$ cat config.mk
export PLATFORM = sky130hd
export DESIGN_NAME = mm_dp_controller_flat
export DESIGN_NICKNAME = d
export VERILOG_FILES = /design/src/rtl/mm_pkg.sv /design/src/rtl/mm_dp_controller_if.sv /design/src/rtl/mm_result_buffer.sv /design/src/rtl/mm_dp_controller.sv /design/src/flat_wrapper.sv
export SDC_FILE = /design/constraint.sdc
export NUM_CORES = 1
export LEC_CHECK = 0
export BUFFER_PORTS_ARGS = -buffer_cell sky130_fd_sc_hd__buf_2
export CORE_MARGIN = 1.5
export CORE_UTILIZATION = 30
export CTS_CLUSTER_SIZE = 10
export DETAILED_ROUTE_END_ITERATION = 6
export GPL_TIMING_DRIVEN = 0
export SETUP_SLACK_MARGIN = 0.4
export SLEW_MARGIN = 20
export SYNTH_ARGS = -nofsm -noshare
export SYNTH_HDL_FRONTEND = slang
export SYNTH_SLANG_ARGS = --single-unit
$ cat constraint.sdc
create_clock -name clk -period 15.18 [get_ports clk]
set_input_delay 0.759 -clock clk [delete_from_list [all_inputs] [get_ports clk]]
set_output_delay 0.759 -clock clk [all_outputs]
set_load 0.01 [all_outputs]
$ cat src/rtl/mm_pkg.sv
// Shared FSM encoding and datapath widths for the dot-product controller slice.
package mm_pkg;

    localparam int ACC_W = 32;
    localparam int LEN_W = 4;

    typedef enum logic [2:0] {
        IDLE,
        ARM,
        GO,
        WAIT_DONE,
        CAP,
        ACK,
        WB,
        FIN
    } state_e;

endpackage

$ cat src/rtl/mm_dp_controller_if.sv
// Engine-array handshake plus result-RAM write port of the dot-product controller.
interface mm_dp_controller_if #(
    parameter int NUM_DP = 4,
    parameter int PASS_W = 4
);
    import mm_pkg::*;

    localparam int ADDR_W = PASS_W + $clog2(NUM_DP);

    logic                    start_mm;
    logic [LEN_W-1:0]        a2;
    logic                    ack_ticks;
    logic [NUM_DP-1:0]       dp_done;
    logic [NUM_DP*ACC_W-1:0] acc_flat;
    logic [PASS_W-1:0]       pass_idx;
    logic                    res_we;
    logic [ADDR_W-1:0]       res_addr;
    logic [ACC_W-1:0]        res_data;

    modport master (
        output start_mm, a2, ack_ticks, pass_idx, res_we, res_addr, res_data,
        input  dp_done, acc_flat
    );

    modport slave (
        input  start_mm, a2, ack_ticks, pass_idx, res_we, res_addr, res_data,
        output dp_done, acc_flat
    );

endinterface

$ cat src/rtl/mm_result_buffer.sv
// Per-pass capture of all engine results, read back one engine at a time for the RAM write.
module mm_result_buffer
    import mm_pkg::*;
#(
    parameter int NUM_DP = 4,
    parameter int PASS_W = 4
) (
    input  logic                             clk,
    input  logic                             rst_n,
    input  logic                             load_i,
    input  logic [NUM_DP*ACC_W-1:0]          acc_flat_i,
    input  logic [PASS_W-1:0]                pass_idx_i,
    input  logic [$clog2(NUM_DP)-1:0]        k_i,
    output logic [PASS_W+$clog2(NUM_DP)-1:0] res_addr_o,
    output logic [ACC_W-1:0]                 res_data_o
);

    logic [ACC_W-1:0] cap_q [NUM_DP];

    // NOTE: this small register array is reset because a zero buffer is part of the
    // defined reset state; a real RAM-sized store would be left unreset.
    always_ff @(posedge clk or negedge rst_n) begin
        if (!rst_n) begin
            for (int i = 0; i < NUM_DP; i++) cap_q[i] <= '0;
        end else if (load_i) begin
            for (int i = 0; i < NUM_DP; i++) cap_q[i] <= acc_flat_i[i*ACC_W +: ACC_W];
        end
    end

    // NUM_DP is a power of two, so concatenation equals pass_idx*NUM_DP + k.
    assign res_addr_o = {pass_idx_i, k_i};
    assign res_data_o = cap_q[k_i];

endmodule

$ cat src/rtl/mm_dp_controller.sv
// Job sequencer for the dot-product engine array: start/collect/ack each pass, then
// stream the captured results into the result RAM.
module mm_dp_controller
    import mm_pkg::*;
#(
    parameter int NUM_DP  = 4,
    parameter int PASS_W  = 4,
    parameter int TIMEOUT = 1024
) (
    input  logic              clk,
    input  logic              reset_n,
    input  logic              go,
    input  logic [PASS_W-1:0] n_pass,
    input  logic [LEN_W-1:0]  vec_len,
    output logic              busy,
    output logic              done,
    output logic              err,
    output logic [31:0]       ticks,
    mm_dp_controller_if.master bus
);

    localparam int K_W    = $clog2(NUM_DP);
    localparam int TO_W   = (TIMEOUT > 1) ? $clog2(TIMEOUT) : 1;
    localparam int ADDR_W = PASS_W + K_W;

    logic [1:0] rst_sync_q;
    logic       rst_n;

    state_e            state_q,  state_d;
    logic [PASS_W-1:0] n_pass_q, n_pass_d;
    logic [LEN_W-1:0]  len_q,    len_d;
    logic [PASS_W-1:0] pass_q,   pass_d;
    logic [K_W-1:0]    k_q,      k_d;
    logic [TO_W-1:0]   wait_q,   wait_d;
    logic              err_q,    err_d;
    logic [31:0]       ticks_q,  ticks_d;

    logic              cap_load;
    logic [ADDR_W-1:0] res_addr_w;
    logic [ACC_W-1:0]  res_data_w;

    // NOTE: sequential state always uses non-blocking assignments so every flop
    // samples pre-edge values regardless of process ordering.
    always_ff @(posedge clk or negedge reset_n) begin
        if (!reset_n) rst_sync_q <= '0;
        else          rst_sync_q <= {rst_sync_q[0], 1'b1};
    end

    // Asserts with reset_n immediately, releases two edges later.
    assign rst_n = rst_sync_q[1];

    always_ff @(posedge clk or negedge rst_n) begin
        if (!rst_n) begin
            state_q  <= IDLE;
            n_pass_q <= '0;
            len_q    <= '0;
            pass_q   <= '0;
            k_q      <= '0;
            wait_q   <= '0;
            err_q    <= 1'b0;
            ticks_q  <= '0;
        end else begin
            state_q  <= state_d;
            n_pass_q <= n_pass_d;
            len_q    <= len_d;
            pass_q   <= pass_d;
            k_q      <= k_d;
            wait_q   <= wait_d;
            err_q    <= err_d;
            ticks_q  <= ticks_d;
        end
    end

    // NOTE: every next-state variable gets its hold value first, so no path through
    // the case statement can leave one unassigned and infer a latch.
    always_comb begin
        state_d  = state_q;
        n_pass_d = n_pass_q;
        len_d    = len_q;
        pass_d   = pass_q;
        k_d      = k_q;
        wait_d   = wait_q;
        err_d    = err_q;
        ticks_d  = ticks_q;

        if (state_q != IDLE && ticks_q != '1) ticks_d = ticks_q + 32'd1;

        case (state_q)
            IDLE: begin
                if (go) begin
                    n_pass_d = n_pass;
                    len_d    = vec_len;
                    ticks_d  = '0;
                    err_d    = 1'b0;
                    pass_d   = '0;
                    k_d      = '0;
                    state_d  = (n_pass == '0) ? FIN : ARM;
                end
            end
            ARM: state_d = GO;
            GO: begin
                wait_d  = '0;
                state_d = WAIT_DONE;
            end
            WAIT_DONE: begin
                if (&bus.dp_done) begin
                    state_d = CAP;
                end else if (TIMEOUT != 0 && wait_q == TO_W'(TIMEOUT - 1)) begin
                    err_d   = 1'b1;
                    state_d = FIN;
                end else begin
                    wait_d = wait_q + 1'b1;
                end
            end
            CAP: state_d = ACK;
            ACK: begin
                // Engines drop done once they see the ack; only then is the array idle.
                if (!(|bus.dp_done)) begin
                    k_d     = '0;
                    state_d = WB;
                end
            end
            WB: begin
                k_d = k_q + 1'b1;
                if (k_q == K_W'(NUM_DP - 1)) begin
                    if (pass_q == n_pass_q - 1'b1) begin
                        state_d = FIN;
                    end else begin
                        pass_d  = pass_q + 1'b1;
                        state_d = ARM;
                    end
                end
            end
            FIN:     state_d = IDLE;
            default: state_d = IDLE;
        endcase
    end

    assign cap_load = (state_q == CAP);

    mm_result_buffer #(
        .NUM_DP (NUM_DP),
        .PASS_W (PASS_W)
    ) u_result_buffer (
        .clk        (clk),
        .rst_n      (rst_n),
        .load_i     (cap_load),
        .acc_flat_i (bus.acc_flat),
        .pass_idx_i (pass_q),
        .k_i        (k_q),
        .res_addr_o (res_addr_w),
        .res_data_o (res_data_w)
    );

    // Outputs are pure state decodes so an async reset clears them at once.
    assign bus.start_mm  = (state_q == GO) || (state_q == WAIT_DONE);
    assign bus.ack_ticks = (state_q == ACK);
    assign bus.res_we    = (state_q == WB);
    assign bus.a2        = len_q;
    assign bus.pass_idx  = pass_q;
    assign bus.res_addr  = res_addr_w;
    assign bus.res_data  = res_data_w;

    assign busy  = (state_q != IDLE);
    assign done  = (state_q == FIN);
    assign err   = err_q;
    assign ticks = ticks_q;

endmodule

$ cat src/flat_wrapper.sv
// flat-port wrapper written by rule: the top's interface ports become plain ports
module mm_dp_controller_flat import mm_pkg::*;
#(
    parameter int NUM_DP  = 4,
    parameter int PASS_W  = 4,
    parameter int TIMEOUT = 1024
)
  (clk, reset_n, go, n_pass, vec_len, busy, done, err, ticks, bus_start_mm, bus_a2, bus_ack_ticks, bus_pass_idx, bus_res_we, bus_res_addr, bus_res_data, bus_dp_done, bus_acc_flat);
  mm_dp_controller_if #(.NUM_DP(NUM_DP), .PASS_W(PASS_W)) bus_i ();
  input  logic clk;
  input  logic reset_n;
  input  logic go;
  input  logic [PASS_W-1:0] n_pass;
  input  logic [LEN_W-1:0] vec_len;
  output logic busy;
  output logic done;
  output logic err;
  output logic [31:0] ticks;
  output wire logic [$bits(bus_i.start_mm)-1:0] bus_start_mm;
  output wire logic [$bits(bus_i.a2)-1:0] bus_a2;
  output wire logic [$bits(bus_i.ack_ticks)-1:0] bus_ack_ticks;
  output wire logic [$bits(bus_i.pass_idx)-1:0] bus_pass_idx;
  output wire logic [$bits(bus_i.res_we)-1:0] bus_res_we;
  output wire logic [$bits(bus_i.res_addr)-1:0] bus_res_addr;
  output wire logic [$bits(bus_i.res_data)-1:0] bus_res_data;
  input wire logic [$bits(bus_i.dp_done)-1:0] bus_dp_done;
  input wire logic [$bits(bus_i.acc_flat)-1:0] bus_acc_flat;
  assign bus_start_mm = bus_i.start_mm;
  assign bus_a2 = bus_i.a2;
  assign bus_ack_ticks = bus_i.ack_ticks;
  assign bus_pass_idx = bus_i.pass_idx;
  assign bus_res_we = bus_i.res_we;
  assign bus_res_addr = bus_i.res_addr;
  assign bus_res_data = bus_i.res_data;
  assign bus_i.dp_done = bus_dp_done;
  assign bus_i.acc_flat = bus_acc_flat;
  mm_dp_controller #(.NUM_DP(NUM_DP), .PASS_W(PASS_W), .TIMEOUT(TIMEOUT)) u_core (.clk(clk), .reset_n(reset_n), .go(go), .n_pass(n_pass), .vec_len(vec_len), .busy(busy), .done(done), .err(err), .ticks(ticks), .bus(bus_i));
endmodule
Yosys cells after proc, flatten, opt, wreduce, memory -nomap -nowiden
Cells that the tools add are included.

Reduce and logical (&&, ||, !) cells: 17. Bitwise logic cells: 1. Order comparisons: 1. Equality and inequality tests: 19. Mux-type cells: 28. Add/subtract/negate cells: 5.

Operator list (count): 32-bit 2-to-1 mux (5); 32-bit binary-select mux with 2-bit select (1); 32-bit by 1-bit adder with 32-bit output (second input constant) (1); 32-bit != test (second input constant) (1); 3-bit one-hot mux with 8 select lines (1); 3-bit 2-to-1 mux (7); 10-bit 2-to-1 mux (2); 10-bit one-hot mux with 2 select lines (1); 4-bit AND reduction (4); 3-bit == test (second input constant) (4); 4-bit 2-to-1 mux (3); 10-bit by 1-bit adder with 10-bit output (second input constant) (1); 10-bit == test (second input constant) (1); 2-bit != test (second input constant) (5); 4-bit one-hot mux with 2 select lines (1); 3-bit by 2-bit == test with 1-bit output (second input constant) (2); 2-bit one-hot mux with 3 select lines (1); 3-bit AND reduction (2); 2-bit nonzero test (3); 3-bit nonzero test (2); 4-bit by 1-bit adder with 4-bit output (second input constant) (1); 4-bit == test (1); 4-bit zero test (1); 2-bit 2-to-1 mux (2); 15 further kinds (18).

Flip-flop bits (word level): 190. Logic and storage cells: 84.

Depth between registers and ports, before layout
Gate-level depths: netlist of the first run.

Word-level depth: 5. Mapped depth: 8.

Cells and area by module
Synthesis of the first run repeated with hierarchy kept, for this count alone.

Cell total of the unflattened synthesis: 681. Area total of the unflattened synthesis: 8966.1 sq um.

Modules (own cells, without submodules): mm_result_buffer (sequential area each 3203.1 sq um, instances 1, area an instance 5601.6 sq um, cells an instance 315); mm_dp_controller (sequential area each 1551.5 sq um, instances 1, area an instance 3364.5 sq um, cells an instance 366).

Least setup slack after synthesis of the first run
No wires, ideal clock.

Kind: reg2out. Start point: register u_core.k_q[0]. End point: output port bus_res_data[10]. Slack: 12.684 ns. Stages on the path, launching flop included: 4. Buffers on the path: 2. Data required time: 14.421 ns. Arrival: 1.737 ns. Path through: dfrtp_1 > clkbuf_1 > buf_2 > mux4_2.

Cells in the longest elaborated chain, start to end: 4.

RTL lines: start, declared (RTL line mm_dp_controller.sv:33) `logic [K_W-1:0] k_q, k_d;`; start signal, assigned (RTL line mm_dp_controller.sv:67) `k_q <= k_d;`; 2-bit inverter with 3-bit output (not written as such) (RTL line mm_result_buffer.sv:32) `assign res_data_o = cap_q[k_i];`; 32-bit binary-select mux with 2-bit select (RTL line mm_result_buffer.sv:32); 32-bit 2-to-1 mux (not written as such) (2 in series) (RTL line mm_result_buffer.sv:32); end, declared (RTL line flat_wrapper.sv:25) `output wire logic [$bits(bus_i.res_data)-1:0] bus_res_data;`.

Every way passes these cells. The select of a mux whose other input is x is not followed.

Worst setup path in the final report of the first run
Start point: register u_core.k_q[0]. End point: output port bus_res_data[22].

Same word-level chain as after synthesis.

==> out/metrics.csv, run 1 <==
metric,value,unit
status,"finished, final reports clean",
worstSkewPairLatency,440,ps
timing.rr.start,u_core.state_q[0],
cts.sinks,190,
finalCriticalPeriod,3419,ps
hold_slack,94.25,ps
place_area,10680,um2
antenna_found_initial,4,
rsz0062_at_grt,false,
place_congestion,0.8537,
crit_required,14420,ps
cts_tree,yes,
grt.total_usage,16.35,%
hold_path.class,in -> async,
fin_crit_sh,22.52,%
crit_type,reg -> out,
place_hpwl,18420,um
core,29560,um2
finalHoldViolations,0,
drc,0,
htreeDepth,4,
clkTransAtPathRegs,70,ps
tightest_slew,815.0,ps
fp.dieArea,30930,um2
finClkSkew,13.56,ps
syn_avg_cell_area,12.96,um2
drt_iter0_drc,336,
r2r-end,u_core.ticks[7],
initial_core_util,30.33,%
cts_buffer_depth,2,
worstPathMaxFanout,10,
grt_remaining_overflow,0,
grt_pass1_wl,38650,um
ys.flop_type,dfrtp_1,
portBuffers,226,
wl_per_cell,18.26,um
ios,227,
cap_viol_max_count,0,
fillers,2925,
p_total,2.209,mW
syn_inst,692,
slew_viol_final,0,
layout_setup_ws,11760,ps
post-route-cell-area,11300,um2
synthesis.area,8966,um2
powerDensity,195.4,nW/um2
ff2ff_path_depth,7,
pre_cts_slack,12100,ps
seqCellArea,4758,um2
seq_area_frac_synth,53.03,%
leakage,5.102,nW
cts_hold_buf,0,
synthDistinctLibCells,50,
firstDrtPassIters,4,
first_global_vias,6906,
slew_headroom,45.20,%
die_w,175.9,um
highest_layer,met5,
drive_above_1_share,49.06,%
ir_drop,95.65,uV
wl,24610,um
cp.arrival,2660,ps
setup_viol,0,
cts_setup_buffers,0,
yosys_warnings,0,
start_kind,flip-flop,
setup_tns,0,ps
ant_nets,0,
cts_resized,0,
wl_met1,10250,um
cts_root_buffer,clkbuf_16,
numCtsBuffers,17,
die_y,175.9,um
area_delta_synth_final,26.03,%
num-nets-final,1089,
num_rows,63,
ys_ff_latch,190,
crit_path_end_kind,output pin,
multi_input_area,3973,um2
synthArstFlopShare,100.0,%
synth_nets,840,
vias,6650,
grt_start_max_net_pins,53,
r2r_slack,12690,ps
fmax,292.5,MHz
met3_length,2257,um
wl_met2,11780,um
viasPerCell,4.933,
synth_edf_count,0,
state kept, by name (all words and copies together), names as in the netlist:
register,flops
u_core.err,1
u_core.n_pass_q,4
u_core.bus.a2,4
u_core.u_result_buffer.cap_q,128
u_core.rst_sync_q,2
u_core.ticks,32
u_core.bus.pass_idx,4
u_core.wait_q,10
u_core.state_q,3
u_core.k_q,2
layout by cell type, fill, tap and decap left out, types with 15 or more instances in the layout:
master / count
nor2_1: 24
o21ai_0: 25
nand4_1: 15
clkbuf_16: 17
a21oi_1: 37
mux2_2: 129
buf_2: 249
nand3_1: 16
mux4_2: 32
dfrtp_1: 189
nand2_1: 53
worst max-delay path by stage:
stage                                    start                                 to  slack (ps)
after floorplan           u_core.rst_sync_q[1]                   u_core.bus.a2[0]        9490
after global placement    u_core.rst_sync_q[1]  u_core.u_result_buffer.cap_q[100]        6920
after detailed placement         u_core.k_q[0]                   bus_res_data[22]       12100
after CTS                        u_core.k_q[0]                   bus_res_data[22]       11620
after global routing             u_core.k_q[0]                   bus_res_data[22]       11520
final                            u_core.k_q[0]                   bus_res_data[22]       11760
cell type report:
type / count / share of cell area, %
Clock inverter: 12 / 1.318
Tap cell: 390 / 4.318
Clock buffer: 20 / 4.042
Multi-Input combinational cell: 451 / 35.16
Timing Repair Buffer: 230 / 10.85
Buffer: 41 / 1.783
Inverter: 10 / 0.3322
Sequential cell: 190 / 42.11
Antenna cell: 4 / 0.08858
kinds of logic (layout without fill, tap and decap cells):
group                    count (synthesis)  count (layout)  synth area share (%)
multiplexers                           165             165                 24.69
flip-flops                             190             190                 53.03
AO/OA/AOI/OAI                          100             100                 7.396
XOR/XNOR                                15              15                 1.619
buffers and inverters                   51             313                 2.665
AND/OR/NAND/NOR                        165             165                 9.866
adder cells (fa/ha/maj)                  5               5                0.6977
other                                    1               5               0.04182
metal layers:
metal,up-vias,global-route usage [%]
met3,22,6.645
met1,3331,20.15
met5,-,0
met4,2,4.345
met2,219,26.47
li1,3076,-
power by group:
group	switching [mW]	internal (mW)
Combinational	0.415	0.470
Sequential	0.133	0.722
Clock	0.212	0.257
Total	0.760	1.45
critical path, cell delays in order, from the launching register on:
cell and delay (ps):
dfrtp_1 390, clkbuf_1 620, buf_2 480, mux4_2 560, buf_2 160
synthesized netlist by cell type (2+ instances only):
library cell / instances / area (um2)
a2111oi_4: 2 / 55.05
a211oi_1: 5 / 37.54
a21o_1: 4 / 30.03
a21oi_1: 37 / 185.2
a22o_1: 3 / 26.28
a31o_2: 5 / 43.79
a31oi_1: 5 / 31.28
and3_1: 8 / 50.05
and4_1: 6 / 52.55
buf_1: 2 / 7.510
buf_2: 23 / 115.1
buf_4: 5 / 37.54
clkbuf_1: 11 / 41.29
dfrtp_1: 190 / 4755
ha_1: 5 / 62.56
inv_1: 10 / 37.54
mux2_2: 129 / 1453
mux2i_1: 4 / 40.04
mux4_2: 32 / 720.7
nand2_1: 53 / 198.9
nand2b_1: 6 / 37.54
nand3_1: 16 / 80.08
nand4_1: 15 / 93.84
nand4b_1: 4 / 35.03
nor2_1: 24 / 90.09
nor3_1: 3 / 15.01
o2111ai_2: 2 / 30.03
o21ai_0: 25 / 125.1
o31ai_1: 7 / 52.55
or2_2: 2 / 12.51
or3_1: 12 / 75.07
or4_1: 7 / 52.55
xnor2_1: 11 / 96.34
xor2_1: 3 / 26.28
stage by stage:
stage	utilization (%)	cells
global placement	35.81	1308
floorplan	-	692
global route	38.20	1345
CTS	38.19	1344
detailed placement	36.14	1312
finish	38.23	1348
(Power assumes the default switching activity.)
==> inputs of run 2 (changes only) <==
clock period = 2.8 ns   (was 15.18 ns; I/O delays follow)
==> run 2 against run 1 <==
Effect of this change:
- via count up 9.6%
- core utilization up 4.7 points
- sequential power rose to 5.5 times the previous value
- worst setup slack worse by 11000 ps
- critical path depth unchanged
- global-route usage up 1.2 points
- sequential cell count unchanged
- clock skew up 0.75 ps
- wire length up 6.0%
- total power rose to 5.5 times the previous value
- final cell count up 9.9%
- highest routed layer is now met4
==> out/metrics.csv, run 2 (synthesis gave the netlist of run 1 again) <==
metric,value,unit,change
first_global_vias,7628,,was 6906
die_w,175.9,um,unchanged
crit_required,2660,ps,was 14420 ps
slew_headroom,47.98,%,was 45.20%
r2r-end,u_core.ticks[20],,was u_core.ticks[7]
drt_iter0_drc,422,,was 336
ios,227,,unchanged
crit_path_start,u_core.k_q[0],,unchanged
p_sw,4.276,mW,was 760.1 uW
antenna_found_initial,0,,was 4
status,"finished, final reports clean",,unchanged
htreeDepth,4,,unchanged
area_delta_synth_final,41.53,%,was 26.03%
path_cells,"clkbuf_4, buf_4, mux4_2, buf_2",,"was clkbuf_1, buf_2, mux4_2, buf_2"
leakage,5.702,nW,was 5.102 nW
rsz0062_at_grt,false,,unchanged
worstPathMaxFanout,10,,unchanged
powerDensity,964.5,nW/um2,was 195.4 nW/um2
portBuffers,226,,unchanged
top_register,u_core.u_result_buffer.cap_q,,unchanged
wl,26080,um,was 24610 um
drc,0,,unchanged
finClkSkew,14.32,ps,was 13.56 ps
die_y,175.9,um,unchanged
cts_root_buffer,clkbuf_16,,unchanged
ant_nets,0,,unchanged
cts.sinks,190,,unchanged
fin_crit_sh,80.99,%,
numCtsBuffers,17,,unchanged
finalHoldViolations,0,,unchanged
setup_viol,0,,unchanged
grt_pass1_wl,41820,um,was 38650 um
p_clk_share,20.8,%,was 21.2%
core,29560,um2,unchanged
cts_buffer_depth,2,,unchanged
r2r_slack,580,ps,was 12690 ps
crit_type,reg -> out,,unchanged
num-nets-final,1226,,was 1089
drive_above_1_share,43.90,%,was 49.06%
clkTransAtPathRegs,70,ps,about the same
pre_cts_slack,306.2,ps,was 12100 ps
cp.arrival,2130,ps,was 2660 ps
crit_path_end_kind,output pin,,unchanged
grt_remaining_overflow,0,,unchanged
initial_core_util,30.33,%,unchanged
cts_setup_buffers,0,,unchanged
setup_tns,0,ps,unchanged
num_rows,63,,unchanged
post-route-cell-area,12690,um2,was 11300 um2
grt_start_max_net_pins,53,,unchanged
fmax,441.0,MHz,
wl_per_cell,17.61,um,was 18.26 um
switching_share,34.94,%,was 34.42%
largest_reg_flops,128,,unchanged
cap_viol_max_count,0,,unchanged
start_kind,flip-flop,,unchanged
grt.total_usage,17.55,%,was 16.35%
n_antenna_cell,0,,was 4
hold_path.class,in -> async,,unchanged
worstSkewPairLatency,440,ps,about the same
tightest_slew,773.6,ps,was 815.0 ps
layout.cells.most_common,buf_2,,unchanged
layout_common_cells,"buf_2 (246), dfrtp_1 (189), dlygate4sd3_1 (137)",,"was buf_2 (249), dfrtp_1 (189), mux2_2 (129)"
cts_tree,yes,,unchanged
vias,7287,,was 6650
cpMaxStageDelayCell,mux4_2,,was clkbuf_1
p_seq_share,38.1,%,was 38.7%
critPathMaxStageDelay,580,ps,was 620 ps
layout_setup_ws,532.2,ps,was 11760 ps
timing.rr.start,u_core.ticks[0],,was u_core.state_q[0]
ir_drop,495.4,uV,was 95.65 uV
p_int,7.963,mW,was 1.448 mW
fillers,2758,,was 2925
firstDrtPassIters,5,,was 4
finalCriticalPeriod,2268,ps,
place_congestion,0.8767,,was 0.8537
p_comb_share,41.1,%,was 40.1%
ff2ff_path_depth,7,,unchanged
place_hpwl,18290,um,was 18420 um
fp.dieArea,30930,um2,unchanged
slew_viol_final,0,,unchanged
place_area,10680,um2,unchanged
viasPerCell,4.920,,was 4.933
## run 2: cell types whose count changed in the layout (fill, tap and decap cells not counted), moves of 3 or more
cell	delta
dlygate4sd3_1	+137
clkbuf_1	-8
clkbuf_2	+6
diode_2	-4
buf_2	-3
buf_4	+3
## run 2: power by group through the flow
stage          registers (mW)  clock network, mW  logic (mW)
2_1_floorplan            4.51                  0        3.34
3_3_place_gp             4.69                  0        4.72
3_5_place_dp             4.69                  0        4.88
4_1_cts                  4.65               2.61        5.06
5_1_grt                  4.82               2.74        5.49
6_report                 4.66               2.54        5.04
## run 2: worst max-delay path, delay by kind of cell (launching register included)
kind	cells	cell delay [ps]
buffers and inverters	3	750
flip-flops	1	370
multiplexers	1	580
## run 2: metrics by stage
step	utilization [%]	instances	total power [mW]	hold slack (ps)
3_5_place_dp	36.14	1312	9.576	-73.64
4_1_cts	42.89	1481	12.32	1.996
3_3_place_gp	35.82	1308	9.406	-73.09
6_report	42.93	1481	12.24	19.75
2_1_floorplan	-	692	7.852	-155.6
5_1_grt	42.93	1481	13.06	0.5186
## run 2: metal layers
layer | global-route usage [%] | wire, um | up-vias
met1 | 22.19 | 11310 | 3660
met4 | 5.449 | 381 | 0
met2 | 29.03 | 12680 | 240
li1 | - | - | 3356
met5 | 0 | 0 | -
met3 | 4.913 | 1708 | 31
## run 2: what timing repair did
item / CTS / global route
hold buffers: 137 / 0
resized for setup: 10 / 7
endpoints found under the setup margin: 41 / 123
hold endpoints to repair: 138 / 0
## run 2: area by class of cell
type                       count  area, um2  area share, %
clock buffer                  17      425.4          3.352
timing repair buffer         367       2597          20.47
tap                          390      488.0          3.845
sequential                   190       4758          37.50
inverter                      10      37.54         0.2958
buffer                        41      224.0          1.765
clock inverter                15      178.9          1.410
multi-input combinational    451       3980          31.36
## run 2: worst max path at each step
| stage | slack (ps) | depth (start not counted) | to |
|---|---|---|---|
| 6_report | 530 | 4 | bus_res_data[17] |
| 5_1_grt | 410 | 7 | u_core.bus.pass_idx[3] |
| 4_1_cts | 420 | 7 | u_core.ticks[0] |
| 3_5_place_dp | 310 | 4 | bus_res_data[30] |
| 3_3_place_gp | 1 | 0 | u_core.u_result_buffer.cap_q[99] |
| 2_1_floorplan | 850 | 0 | u_core.bus.a2[0] |
==> inputs of run 3 (changes only) <==
ABC_AREA = 1   (was default)
clock period = 1.85 ns   (was 2.8 ns; I/O delays follow)
==> run 3 against run 2 <==
Effect of this change:
- the flow now finishes with violations (DRC)
- synthesized area grew 6.3%
- clock skew fell by 2.4 ps
- critical path type unchanged
- wire length is 44% higher
- combinational power rose to 3.1 times the previous value
- sequential share of layout area fell by 8.7 points
- synthesized cell count rose by 49%
- die area is 6.1% higher
- core utilization is 10 points higher
==> out/metrics.csv, run 3 <==
metric,value,unit,change
ant_nets,0,,unchanged
finalHoldViolations,0,,unchanged
drc,1,,was 0
cp.arrival,1740,ps,was 2130 ps
firstDrtPassIters,7,,was 5
layout_common_cells,"buf_2 (217), nand2_1 (165), dfrtp_1 (164)",,"was buf_2 (246), dfrtp_1 (189), dlygate4sd3_1 (137)"
synthesis.area,9527,um2,was 8966 um2
place_hpwl,21430,um,was 18290 um
p_comb_share,57.0,%,was 41.1%
portBuffers,226,,unchanged
cts_buffer_depth,2,,unchanged
area_delta_synth_final,74.46,%,was 41.53%
layout.cells.most_common,buf_2,,unchanged
num_rows,65,,was 63
p_clk_share,14.5,%,was 20.8%
core,31390,um2,was 29560 um2
n_antenna_cell,0,,unchanged
synth_area_leaders,"dfrtp_1 (50%), mux2_2 (15%), nand2_1 (8.6%)",,"was dfrtp_1 (53%), mux2_2 (16%), mux4_2 (8.0%)"
violations,DRC,,
crit_path_end_kind,output pin,,unchanged
die_y,181.2,um,was 175.9 um
largest_reg_flops,128,,unchanged
post-route-cell-area,16620,um2,was 12690 um2
seq_area_frac_synth,49.91,%,was 53.03%
synth_top_area_share,49.91,%,was 53.03%
seqCellArea,4790,um2,was 4758 um2
final_util,52.94,%,was 42.93%
ios,227,,unchanged
ir_drop,1063,uV,was 495.4 uV
syn_inst,1028,,was 692
grt_start_max_net_pins,48,,was 53
rsz0062_at_grt,true,,was false
synthArstFlopShare,100.0,%,unchanged
switching_share,39.48,%,was 34.94%
drt_iter0_drc,636,,was 422
hold_slack,101.9,ps,was 19.75 ps
place_congestion,0.8544,,was 0.8767
setup_viol,0,,unchanged
wl,37680,um,was 26080 um
numCtsBuffers,17,,unchanged
die_w,181.2,um,was 175.9 um
yosysTopAreaCell,dfrtp_1,,unchanged
crit_required,1760,ps,was 2660 ps
leakage,7.946,nW,was 5.702 nW
grt.total_usage,20.73,%,was 17.55%
top_register,u_core.u_result_buffer.cap_q,,unchanged
p_sw,10.90,mW,was 4.276 mW
p_seq_share,28.5,%,was 38.1%
num-nets-final,1683,,was 1226
fillers,2602,,was 2758
grt_pass1_wl,53190,um,was 41820 um
fin_crit_sh,98.80,%,
finClkSkew,11.93,ps,was 14.32 ps
yosys_warnings,0,,unchanged
worstPathMaxFanout,8,,was 10
cts_tree,yes,,unchanged
wl_per_cell,19.32,um,was 17.61 um
antenna_found_initial,0,,unchanged
p_total,27.61,mW,was 12.24 mW
cap_viol_max_count,0,,unchanged
place_area,11340,um2,was 10680 um2
viasPerCell,4.977,,was 4.920
start_kind,flip-flop,,unchanged
fp.dieArea,32830,um2,was 30930 um2
syn_avg_cell_area,9.267,um2,was 12.96 um2
finalCriticalPeriod,1828,ps,
status,"complete, but fails checks",,"was finished, final reports clean"
powerDensity,1661,nW/um2,was 964.5 nW/um2
multi_input_area,5528,um2,was 3980 um2
p_int,16.71,mW,was 7.963 mW
initial_core_util,30.35,%,was 30.33%
cts.sinks,190,,unchanged
ys_ff_latch,190,,unchanged
setup_tns,0,ps,unchanged
crit_type,reg -> out,,unchanged
ys.flop_type,dfrtp_1,,unchanged
fmax,547.1,MHz,
clkTransAtPathRegs,80,ps,was 70 ps
grt_remaining_overflow,0,,unchanged
synth_nets,1176,,was 840
synth.most_common_cell,nand2_1,,was dfrtp_1
synth_edf_count,0,,unchanged
synth_commonest_cells,"nand2_1 (218), dfrtp_1 (190), nor2_1 (141)",,"was dfrtp_1 (190), mux2_2 (129), nand2_1 (53)"
vias,9706,,was 7287
hold_path.class,in -> reg,,was in -> async
htreeDepth,4,,unchanged
cts_root_buffer,clkbuf_16,,unchanged
synthDistinctLibCells,43,,was 50
worstSkewPairLatency,450,ps,was 440 ps
drive_above_1_share,50.52,%,was 43.90%
slew_viol_final,0,,unchanged
first_global_vias,9714,,was 7628
## run 3: cell families (layout without fill, tap and decap cells)
| group | after synthesis | in the layout | synth area share [%] |
|---|---|---|---|
| flip-flops | 190 | 190 | 49.91 |
| AO/OA/AOI/OAI | 142 | 142 | 8.182 |
| adder cells (fa/ha/maj) | 5 | 5 | 0.6567 |
| other | 1 | 1 | 0.03936 |
| AND/OR/NAND/NOR | 443 | 443 | 19.58 |
| XOR/XNOR | 18 | 18 | 1.655 |
| multiplexers | 129 | 129 | 15.24 |
| buffers and inverters | 100 | 620 | 4.741 |
## run 3: per-layer routing
layer  GRT usage [%]  part of all wire [%]  vias up
met2           36.11                    52      426
met1           24.93                    40     4760
met3           4.717                   5.9       65
li1                -                     -     4455
met5               0                     0        -
met4           7.600                   2.3        0
## run 3: layout make-up
type                            count  area share (%)
Clock inverter                     15           1.257
Timing Repair Buffer              487           24.86
Clock buffer                       17           2.560
Sequential cell                   190           28.82
Multi-Input combinational cell    738           33.26
Tap cell                          402           3.026
Timing Repair inverter              1         0.03011
Inverter                           52           1.491
Buffer                             48           4.698
## run 3: through the flow
stage,setup WS (ps),instances
3_3_place_gp,-935.5,1656
5_1_grt,-53.83,1950
4_1_cts,-2.786,1891
3_5_place_dp,-208.1,1660
6_report,22.12,1950
2_1_floorplan,-96.64,1028
## run 3: worst max-delay path, stage by stage (launching register included)
cell	delay (ps)
dfrtp_2	410
buf_12	150
clkbuf_16	170
buf_6	130
o21ai_2	160
o22ai_2	100
buf_2	150
## run 3: repair_timing
item | 4_1_cts | 5_1_grt
setup buffers | 49 | 44
pin swaps | 37 | 55
endpoints found under the setup margin | 224 | 248
gates resized for setup | 318 | 279
endpoints found under the hold margin | 140 | 0
hold buffers | 139 | 0
gates cloned | 11 | 15
## run 3: power by group through the flow
stage                     Clock (mW)  Sequential (mW)  Combinational (mW)
final                           4.01             7.86                15.7
after global routing            4.22             8.02                16.7
after CTS                       4.05             7.59                12.1
after detailed placement           0             7.55                8.78
after global placement             0             7.54                8.52
after floorplan                    0             7.28                5.77
## run 3: worst paths after layout
check	cells after the start	slack (ps)	to	from
worst max-delay path	6	20	bus_res_data[1]	u_core.k_q[0]
worst min-delay path	4	100	u_core.err	bus_dp_done[1]
worst max register to register	10	50	u_core.ticks[28]	u_core.ticks[11]
max in group asynchronous	3	540	u_core.ticks[10]	u_core.rst_sync_q[1]
worst min register to register	0	210	u_core.u_result_buffer.cap_q[74]	u_core.rst_sync_q[1]
min in group asynchronous	0	210	u_core.u_result_buffer.cap_q[74]	u_core.rst_sync_q[1]
